$ cat config.mk
export PLATFORM = sky130hd
export DESIGN_NAME = ps2_keypad
export DESIGN_NICKNAME = d
export VERILOG_FILES = /design/src/rtl/ps2_keypad_pkg.sv /design/src/rtl/ps2_rx.sv /design/src/rtl/ps2_keypad.sv
export SDC_FILE = /design/constraint.sdc
export NUM_CORES = 1
export LEC_CHECK = 0
export ABC_AREA = 1
export ABC_CLOCK_PERIOD_IN_PS = 1610
export BUFFER_PORTS_ARGS = -buffer_cell sky130_fd_sc_hd__buf_2
export CAP_MARGIN = 20
export CORE_MARGIN = 5
export CORE_UTILIZATION = 51
export DETAILED_ROUTE_END_ITERATION = 7
export PLACE_DENSITY = 0.84
export SYNTH_ARGS = -nofsm -noshare
export SYNTH_HDL_FRONTEND = slang
export SYNTH_SLANG_ARGS = --single-unit
$ cat constraint.sdc
create_clock -name clk -period 1.61 [get_ports clk]
set_input_delay 0.322 -clock clk [delete_from_list [all_inputs] [get_ports clk]]
set_output_delay 0.322 -clock clk [all_outputs]
set_load 0.02 [all_outputs]
$ cat src/rtl/ps2_keypad_pkg.sv
// Shared constants for the PS/2 keypad slice: receiver state encoding and scan codes.
// Direction masks are ordered {up, down, left, right}.
package ps2_keypad_pkg;

    localparam logic [1:0] ST_IDLE   = 2'd0;
    localparam logic [1:0] ST_DATA   = 2'd1;
    localparam logic [1:0] ST_PARITY = 2'd2;
    localparam logic [1:0] ST_STOP   = 2'd3;

    localparam logic [7:0] CODE_EXT   = 8'hE0;
    localparam logic [7:0] CODE_BRK   = 8'hF0;
    localparam logic [7:0] CODE_UP    = 8'h75;
    localparam logic [7:0] CODE_DOWN  = 8'h72;
    localparam logic [7:0] CODE_LEFT  = 8'h6B;
    localparam logic [7:0] CODE_RIGHT = 8'h74;
    localparam logic [7:0] CODE_W     = 8'h1D;
    localparam logic [7:0] CODE_S     = 8'h1B;
    localparam logic [7:0] CODE_A     = 8'h1C;
    localparam logic [7:0] CODE_D     = 8'h23;

    function automatic logic [3:0] arrow_mask(input logic [7:0] scan);
        case (scan)
            CODE_UP:    arrow_mask = 4'b1000;
            CODE_DOWN:  arrow_mask = 4'b0100;
            CODE_LEFT:  arrow_mask = 4'b0010;
            CODE_RIGHT: arrow_mask = 4'b0001;
            default:    arrow_mask = 4'b0000;
        endcase
    endfunction

    function automatic logic [3:0] wasd_mask(input logic [7:0] scan);
        case (scan)
            CODE_W:  wasd_mask = 4'b1000;
            CODE_S:  wasd_mask = 4'b0100;
            CODE_A:  wasd_mask = 4'b0010;
            CODE_D:  wasd_mask = 4'b0001;
            default: wasd_mask = 4'b0000;
        endcase
    endfunction

endpackage

$ cat src/rtl/ps2_rx.sv
// PS/2 frame receiver: input synchronisers, ps2_clk falling-edge detect, 11-bit frame FSM
// and inactivity timeout. byte_ok/byte_err are single-cycle strobes aligned with the STOP edge.
module ps2_rx
    import ps2_keypad_pkg::*;
#(
    parameter int TIMEOUT_CYCLES = 25000
) (
    input  logic       clk,
    input  logic       rst_n,
    input  logic       ps2_clk,
    input  logic       ps2_data,
    output logic [7:0] rx_byte,
    output logic       byte_ok,
    output logic       byte_err
);

    localparam int TW = $clog2(TIMEOUT_CYCLES + 1);

    logic [1:0]    clk_sync;
    logic [1:0]    data_sync;
    logic          clk_prev;
    logic [1:0]    state;
    logic [7:0]    shift_reg;
    logic [2:0]    bit_cnt;
    logic          parity_bit;
    logic [TW-1:0] timeout_cnt;
    logic          fall;
    logic          sample;
    logic          frame_good;
    logic          timeout_hit;

    // Synchronisers reset to 1 so an idle bus never looks like a falling edge.
    always_ff @(posedge clk or negedge rst_n) begin
        if (!rst_n) begin
            clk_sync  <= 2'b11;
            data_sync <= 2'b11;
            clk_prev  <= 1'b1;
        end else begin
            clk_sync  <= {clk_sync[0], ps2_clk};
            data_sync <= {data_sync[0], ps2_data};
            clk_prev  <= clk_sync[1];
        end
    end

    assign fall        = clk_prev & ~clk_sync[1];
    assign sample      = data_sync[1];
    assign frame_good  = sample & (^{shift_reg, parity_bit});
    assign timeout_hit = (state != ST_IDLE) && !fall && (timeout_cnt >= TW'(TIMEOUT_CYCLES - 1));

    always_ff @(posedge clk or negedge rst_n) begin
        if (!rst_n) begin
            timeout_cnt <= '0;
        end else if (fall || state == ST_IDLE) begin
            timeout_cnt <= '0;
        end else if (timeout_cnt != TW'(TIMEOUT_CYCLES)) begin
            timeout_cnt <= timeout_cnt + 1'b1;
        end
    end

    always_ff @(posedge clk or negedge rst_n) begin
        if (!rst_n) begin
            state      <= ST_IDLE;
            shift_reg  <= 8'h00;
            bit_cnt    <= 3'd0;
            parity_bit <= 1'b0;
        end else if (timeout_hit) begin
            state   <= ST_IDLE;
            bit_cnt <= 3'd0;
        end else if (fall) begin
            case (state)
                ST_IDLE: begin
                    if (!sample) begin
                        state   <= ST_DATA;
                        bit_cnt <= 3'd0;
                    end
                end
                ST_DATA: begin
                    shift_reg <= {sample, shift_reg[7:1]};
                    bit_cnt   <= bit_cnt + 3'd1;
                    if (bit_cnt == 3'd7) state <= ST_PARITY;
                end
                ST_PARITY: begin
                    parity_bit <= sample;
                    state      <= ST_STOP;
                end
                default: state <= ST_IDLE;
            endcase
        end
    end

    assign rx_byte  = shift_reg;
    assign byte_ok  = fall && (state == ST_STOP) && frame_good;
    assign byte_err = (fall && (state == ST_STOP) && !frame_good) || timeout_hit;

endmodule

$ cat src/rtl/ps2_keypad.sv
// PS/2 keyboard to direction-key decoder with E0/F0 prefix tracking and per-key hold registers.
// Define PS2_KEYPAD_WASD_EN to make W/S/A/D drive the same outputs as the arrow keys.
module ps2_keypad
    import ps2_keypad_pkg::*;
#(
    parameter int TIMEOUT_CYCLES = 25000
) (
    input  logic       clk,
    input  logic       rst_n,
    input  logic       ps2_clk,
    input  logic       ps2_data,
    output logic       up,
    output logic       down,
    output logic       left,
    output logic       right,
    output logic [7:0] code,
    output logic       code_valid,
    output logic       frame_err
);

    logic [7:0] rx_byte;
    logic       byte_ok;
    logic       byte_err;
    logic       ext_flag;
    logic       brk_flag;
    logic       is_prefix;
    logic       key_byte;
    logic [3:0] arrow_hold;
    logic [3:0] dir_hold;

    ps2_rx #(
        .TIMEOUT_CYCLES(TIMEOUT_CYCLES)
    ) u_rx (
        .clk      (clk),
        .rst_n    (rst_n),
        .ps2_clk  (ps2_clk),
        .ps2_data (ps2_data),
        .rx_byte  (rx_byte),
        .byte_ok  (byte_ok),
        .byte_err (byte_err)
    );

    assign is_prefix = (rx_byte == CODE_EXT) || (rx_byte == CODE_BRK);
    assign key_byte  = byte_ok && !is_prefix;

    // A bad frame drops any pending prefixes so the next key sequence starts clean.
    always_ff @(posedge clk or negedge rst_n) begin
        if (!rst_n) begin
            ext_flag   <= 1'b0;
            brk_flag   <= 1'b0;
            code       <= 8'h00;
            code_valid <= 1'b0;
            frame_err  <= 1'b0;
        end else begin
            code_valid <= 1'b0;
            frame_err  <= byte_err;
            if (byte_err) begin
                ext_flag <= 1'b0;
                brk_flag <= 1'b0;
            end else if (byte_ok) begin
                if (rx_byte == CODE_EXT) begin
                    ext_flag <= 1'b1;
                end else if (rx_byte == CODE_BRK) begin
                    brk_flag <= 1'b1;
                end else begin
                    code       <= rx_byte;
                    code_valid <= 1'b1;
                    ext_flag   <= 1'b0;
                    brk_flag   <= 1'b0;
                end
            end
        end
    end

    always_ff @(posedge clk or negedge rst_n) begin
        if (!rst_n) begin
            arrow_hold <= 4'b0000;
        end else if (key_byte && ext_flag) begin
            arrow_hold <= brk_flag ? (arrow_hold & ~arrow_mask(rx_byte))
                                   : (arrow_hold |  arrow_mask(rx_byte));
        end
    end

`ifdef PS2_KEYPAD_WASD_EN
    logic [3:0] wasd_hold;

    always_ff @(posedge clk or negedge rst_n) begin
        if (!rst_n) begin
            wasd_hold <= 4'b0000;
        end else if (key_byte && !ext_flag) begin
            wasd_hold <= brk_flag ? (wasd_hold & ~wasd_mask(rx_byte))
                                  : (wasd_hold |  wasd_mask(rx_byte));
        end
    end

    assign dir_hold = arrow_hold | wasd_hold;
`else
    assign dir_hold = arrow_hold;
`endif

    assign {up, down, left, right} = dir_hold;

endmodule

==> parameters.txt <==
Parameter                              Value

Outcome
  Status ... complete, but fails checks
  Violated checks ... hold timing, setup timing

STA
  Final hold violation count ... 21
  Setup TNS ... -1.12 ns
  Setup slack after layout ... -0.174 ns
  Max-slew violation count ... 0
  Worst Hold Margin ... -0.00620 ns
  Worst Skew ... about 0.0061 ns
  Post-route clock period utilization ... 111%
  Slew at the pin with the worst max-slew slack ... between 0.4 and 0.5 ns
  Final critical delay including setup and external delays ... roughly 1.8 ns
  Maximum clock rate ... between 500 and 600 MHz
  Number of setup violations in the final report ... 27
  Unrepaired setup endpoints after global routing ... true
  Worst slew margin ... 68.3%

Final layout
  Area growth from synthesis to final layout ... 35.8%
  Final net count ... roughly 390
  Final antenna diode count ... 0
  Number of standard cells in the final layout excluding fillers ... ~450
  Fraction of layout cells with a size suffix above 1 ... roughly 46%
  Layout Utilization ... between 70 and 80%

Worst setup path
  Highest net fanout along the worst path ... 3
  Crit-path max cell delay ... about 0.45 ns
  CP Data Arrival Time ... just under 2 ns
  Critical path start-end classification ... register to register
  Count of buffer and inverter cells on the critical path ... 0
  Endpoint required time on the critical path ... 1.79 ns
  Slowest-stage cell, CP ... dfrtp_1
  Crit path cell chain ... ha_4, nand3_4, nor3_4, nand2_2, nor2_4, nand4_1, o21ai_1, a21oi_1
  Setup slack on the worst flop-to-flop path ... -0.17 ns
  Kind of end point of the critical path ... register
  Delay-heaviest family, CP ... simple AND/OR/NAND/NOR gates
  Critical path startpoint category ... register

Global routing
  Global-route usage over all layers ... 17.5%
  Maximum number of pins on one net before global-route repair ... 51
  Initial antenna violation count ... 0
  Global-route wire length before repair ... between 9 and 10 mm
  Number of global-route vias before repair ... roughly 2.2k
  Gr ovfl total ... 0

Yosys
  Distinct cell type count after synthesis ... 30
  Count of flip-flops with a built-in enable after synthesis ... 0
  Cell accounting for the most synthesized area ... dfrtp_1
  Sequential element share of the synthesized area ... 49.1%
  Mux contribution to synthesized area ... 0%
  Share of synthesized cell area in and, or, nand and nor gates ... slightly below 30%
  Adder-cell share of the synthesized area ... about 4%
  Fraction of synthesized cell area in xor and xnor cells ... less than 1%
  Main flop type after synthesis ... dfrtp_1
  Dominant combinational cell family by area after synthesis ... simple AND/OR/NAND/NOR gates
  Async set-reset flop share out of synthesis ... 100%
  Share of the synthesized area in the top cell type ... between 40% and 50%
  Most frequently used cell type in the post-synthesis netlist ... nand2_1
  Syn nets ... between 300 and 400
  Cell count after synthesis ... 314
  Number of synthesized register bits ... 50
  Yosys warning total ... 0
  Biggest area contributors in the synthesized netlist ... dfrtp_1 44%, nand2_1 13%, dfstp_2 5.1%
  Mapped Avg Cell Area ... 8.16 um2
  Complex-gate fraction of the synthesized area ... between 10% and 20%
  Netlist area before placement ... 2560 um2
  Cell types with the highest counts after synthesis ... 91 x nand2_1, 45 x dfrtp_1, 35 x inv_1, 23 x nand3_1, 23 x nor2_1

Clock tree
  Clock tree sinks ... 50
  Cell at the root of the clock tree ... clkbuf_8
  Longest Clk Path Bufs ... 2
  Later-pin clock latency in the skew report ... ~0.30 ns
  Register clock-pin slew on the reported worst setup and hold paths ... 0.09 ns
  Cts bufs inserted ... 5
  Quantity of hold-fixing buffers added after cts ... 0
  TritonCTS clock tree ... done
  Count of H-tree levels built during CTS ... 2

Floorplanning
  Row cnt ... 25
  Area of the core region ... ~4800 um2
  Initial Utilization ... a little over half
  Die Span Y ... a little over 80 um
  Number of I/O pins ... 18
  Die ar. ... 6540 um2
  Die Span X ... 80.9 um

Power
  Leakage power total ... between 0.0015 and 0.002 uW
  Power density normalized to cell area ... 1260 nW/um2
  Worst IR drop on VDD ... about 1.2 mV

Drt
  Number of nets with antenna violations after detailed routing ... 0
  Routed wire per std cell ... around 14 um
  Total wire length ... roughly 6.3 mm
  Vias per Instance ... 5.34
  DR iter-0 viols ... about 130
  Total DRC errors in the routed layout ... 0
  TritonRoute pass-1 iters ... 4
  Vias ... ~2.4k

Placement
  Port Buffer Count ... 17
  Weighted congestion reported at the end of routability-driven placement ... around 0.84
  Inst Count DP ... 420
  Dpl hpwl ... ~3.7 mm

Run
  Maxcap violations ... 0

Min path
  Kind of path behind the tightest hold check ... primary input to async pin
## cells by family (layout without fill, tap and decap cells)
family / after synthesis / count (layout)
xor gates and xnor gates: 1 / 1
and+or+nand+nor: 168 / 169
AOI/OAI and AO/OA: 43 / 43
adders and majority gates: 8 / 8
DFF: 50 / 50
buffers and inverters: 44 / 109
## report_power, final
part           internal [uW]  leakage, uW  total, uW  switching (uW)
Sequential              1450     0.000661       1660             209
Clock                    458    0.0000579        866             409
Combinational            745     0.000995       1870            1130
## sequential cells by signal, indices dropped and copies added, names as in the netlist, named ones only
name / count
ext_flag: 1
code_valid: 1
frame_err: 1
u_rx.clk_sync: 2
u_rx.data_sync: 2
code: 8
u_rx.state: 2
u_rx.timeout_cnt: 15
u_rx.clk_prev: 1
u_rx.rx_byte: 8
u_rx.bit_cnt: 3
brk_flag: 1
u_rx.parity_bit: 1
## worst paths after layout
kind	from	end	cells after the start
setup / recovery	u_rx.timeout_cnt[0]	u_rx.timeout_cnt[14]	8
hold / removal	rst_n	code_valid	2
setup reg to reg	u_rx.timeout_cnt[0]	u_rx.timeout_cnt[14]	8
hold reg to reg	u_rx.clk_sync[0]	u_rx.clk_sync[1]	0
max in group asynchronous	rst_n	u_rx.clk_prev	2
min in group clk	ps2_data	u_rx.data_sync[0]	1
## metal layers
| layer | up-vias | track usage [%] | wire length (um) |
|---|---|---|---|
| li1 | 1148 | - | - |
| met1 | 1158 | 19.2 | 2500 |
| met2 | 65 | 33.4 | 3480 |
| met3 | 17 | 3.44 | 228 |
| met4 | 0 | 5.74 | 138 |
| met5 | - | 0 | 0 |
## per-stage QoR
stage	power, uW	setup slack [ns]	area (um2)
2_1_floorplan	2610	0.00247	2560
3_3_place_gp	3030	0.0133	2920
3_5_place_dp	3110	-0.0893	2920
4_1_cts	4070	-0.0151	3130
5_1_grt	4690	-0.250	3480
6_report	4400	-0.174	3480
## cells in the final DEF, fill, tap and decap left out, types with 10 or more instances in the layout
master / instances
nand2_1: 61
o21ai_1: 10
dfrtp_1: 40
nor2_1: 11
nand3_1: 15
inv_1: 29
buf_4: 39
buf_2: 17
inv_2: 11
nand2_2: 35
o21ai_2: 12
## cell type report
cell class	instances	area, um2
Multi-Input combinational cell	221	1430
Fill cell	327	1310
Sequential cell	50	1260
Timing Repair Buffer	60	440
Inverter	41	154
Tap cell	67	83.8
Clock buffer	5	68.8
Clock inverter	3	40.0
## what timing repair did
action | 4_1_cts | 5_1_grt
resized for setup | 17 | 79
buffers inserted | 6 | 12
cloned | 0 | 1
setup endpoints to repair | 30 | 38
pin swaps | 5 | 30
hold endpoints to repair | 0 | 0
No activity file was read; power rests on OpenSTA's default activity.
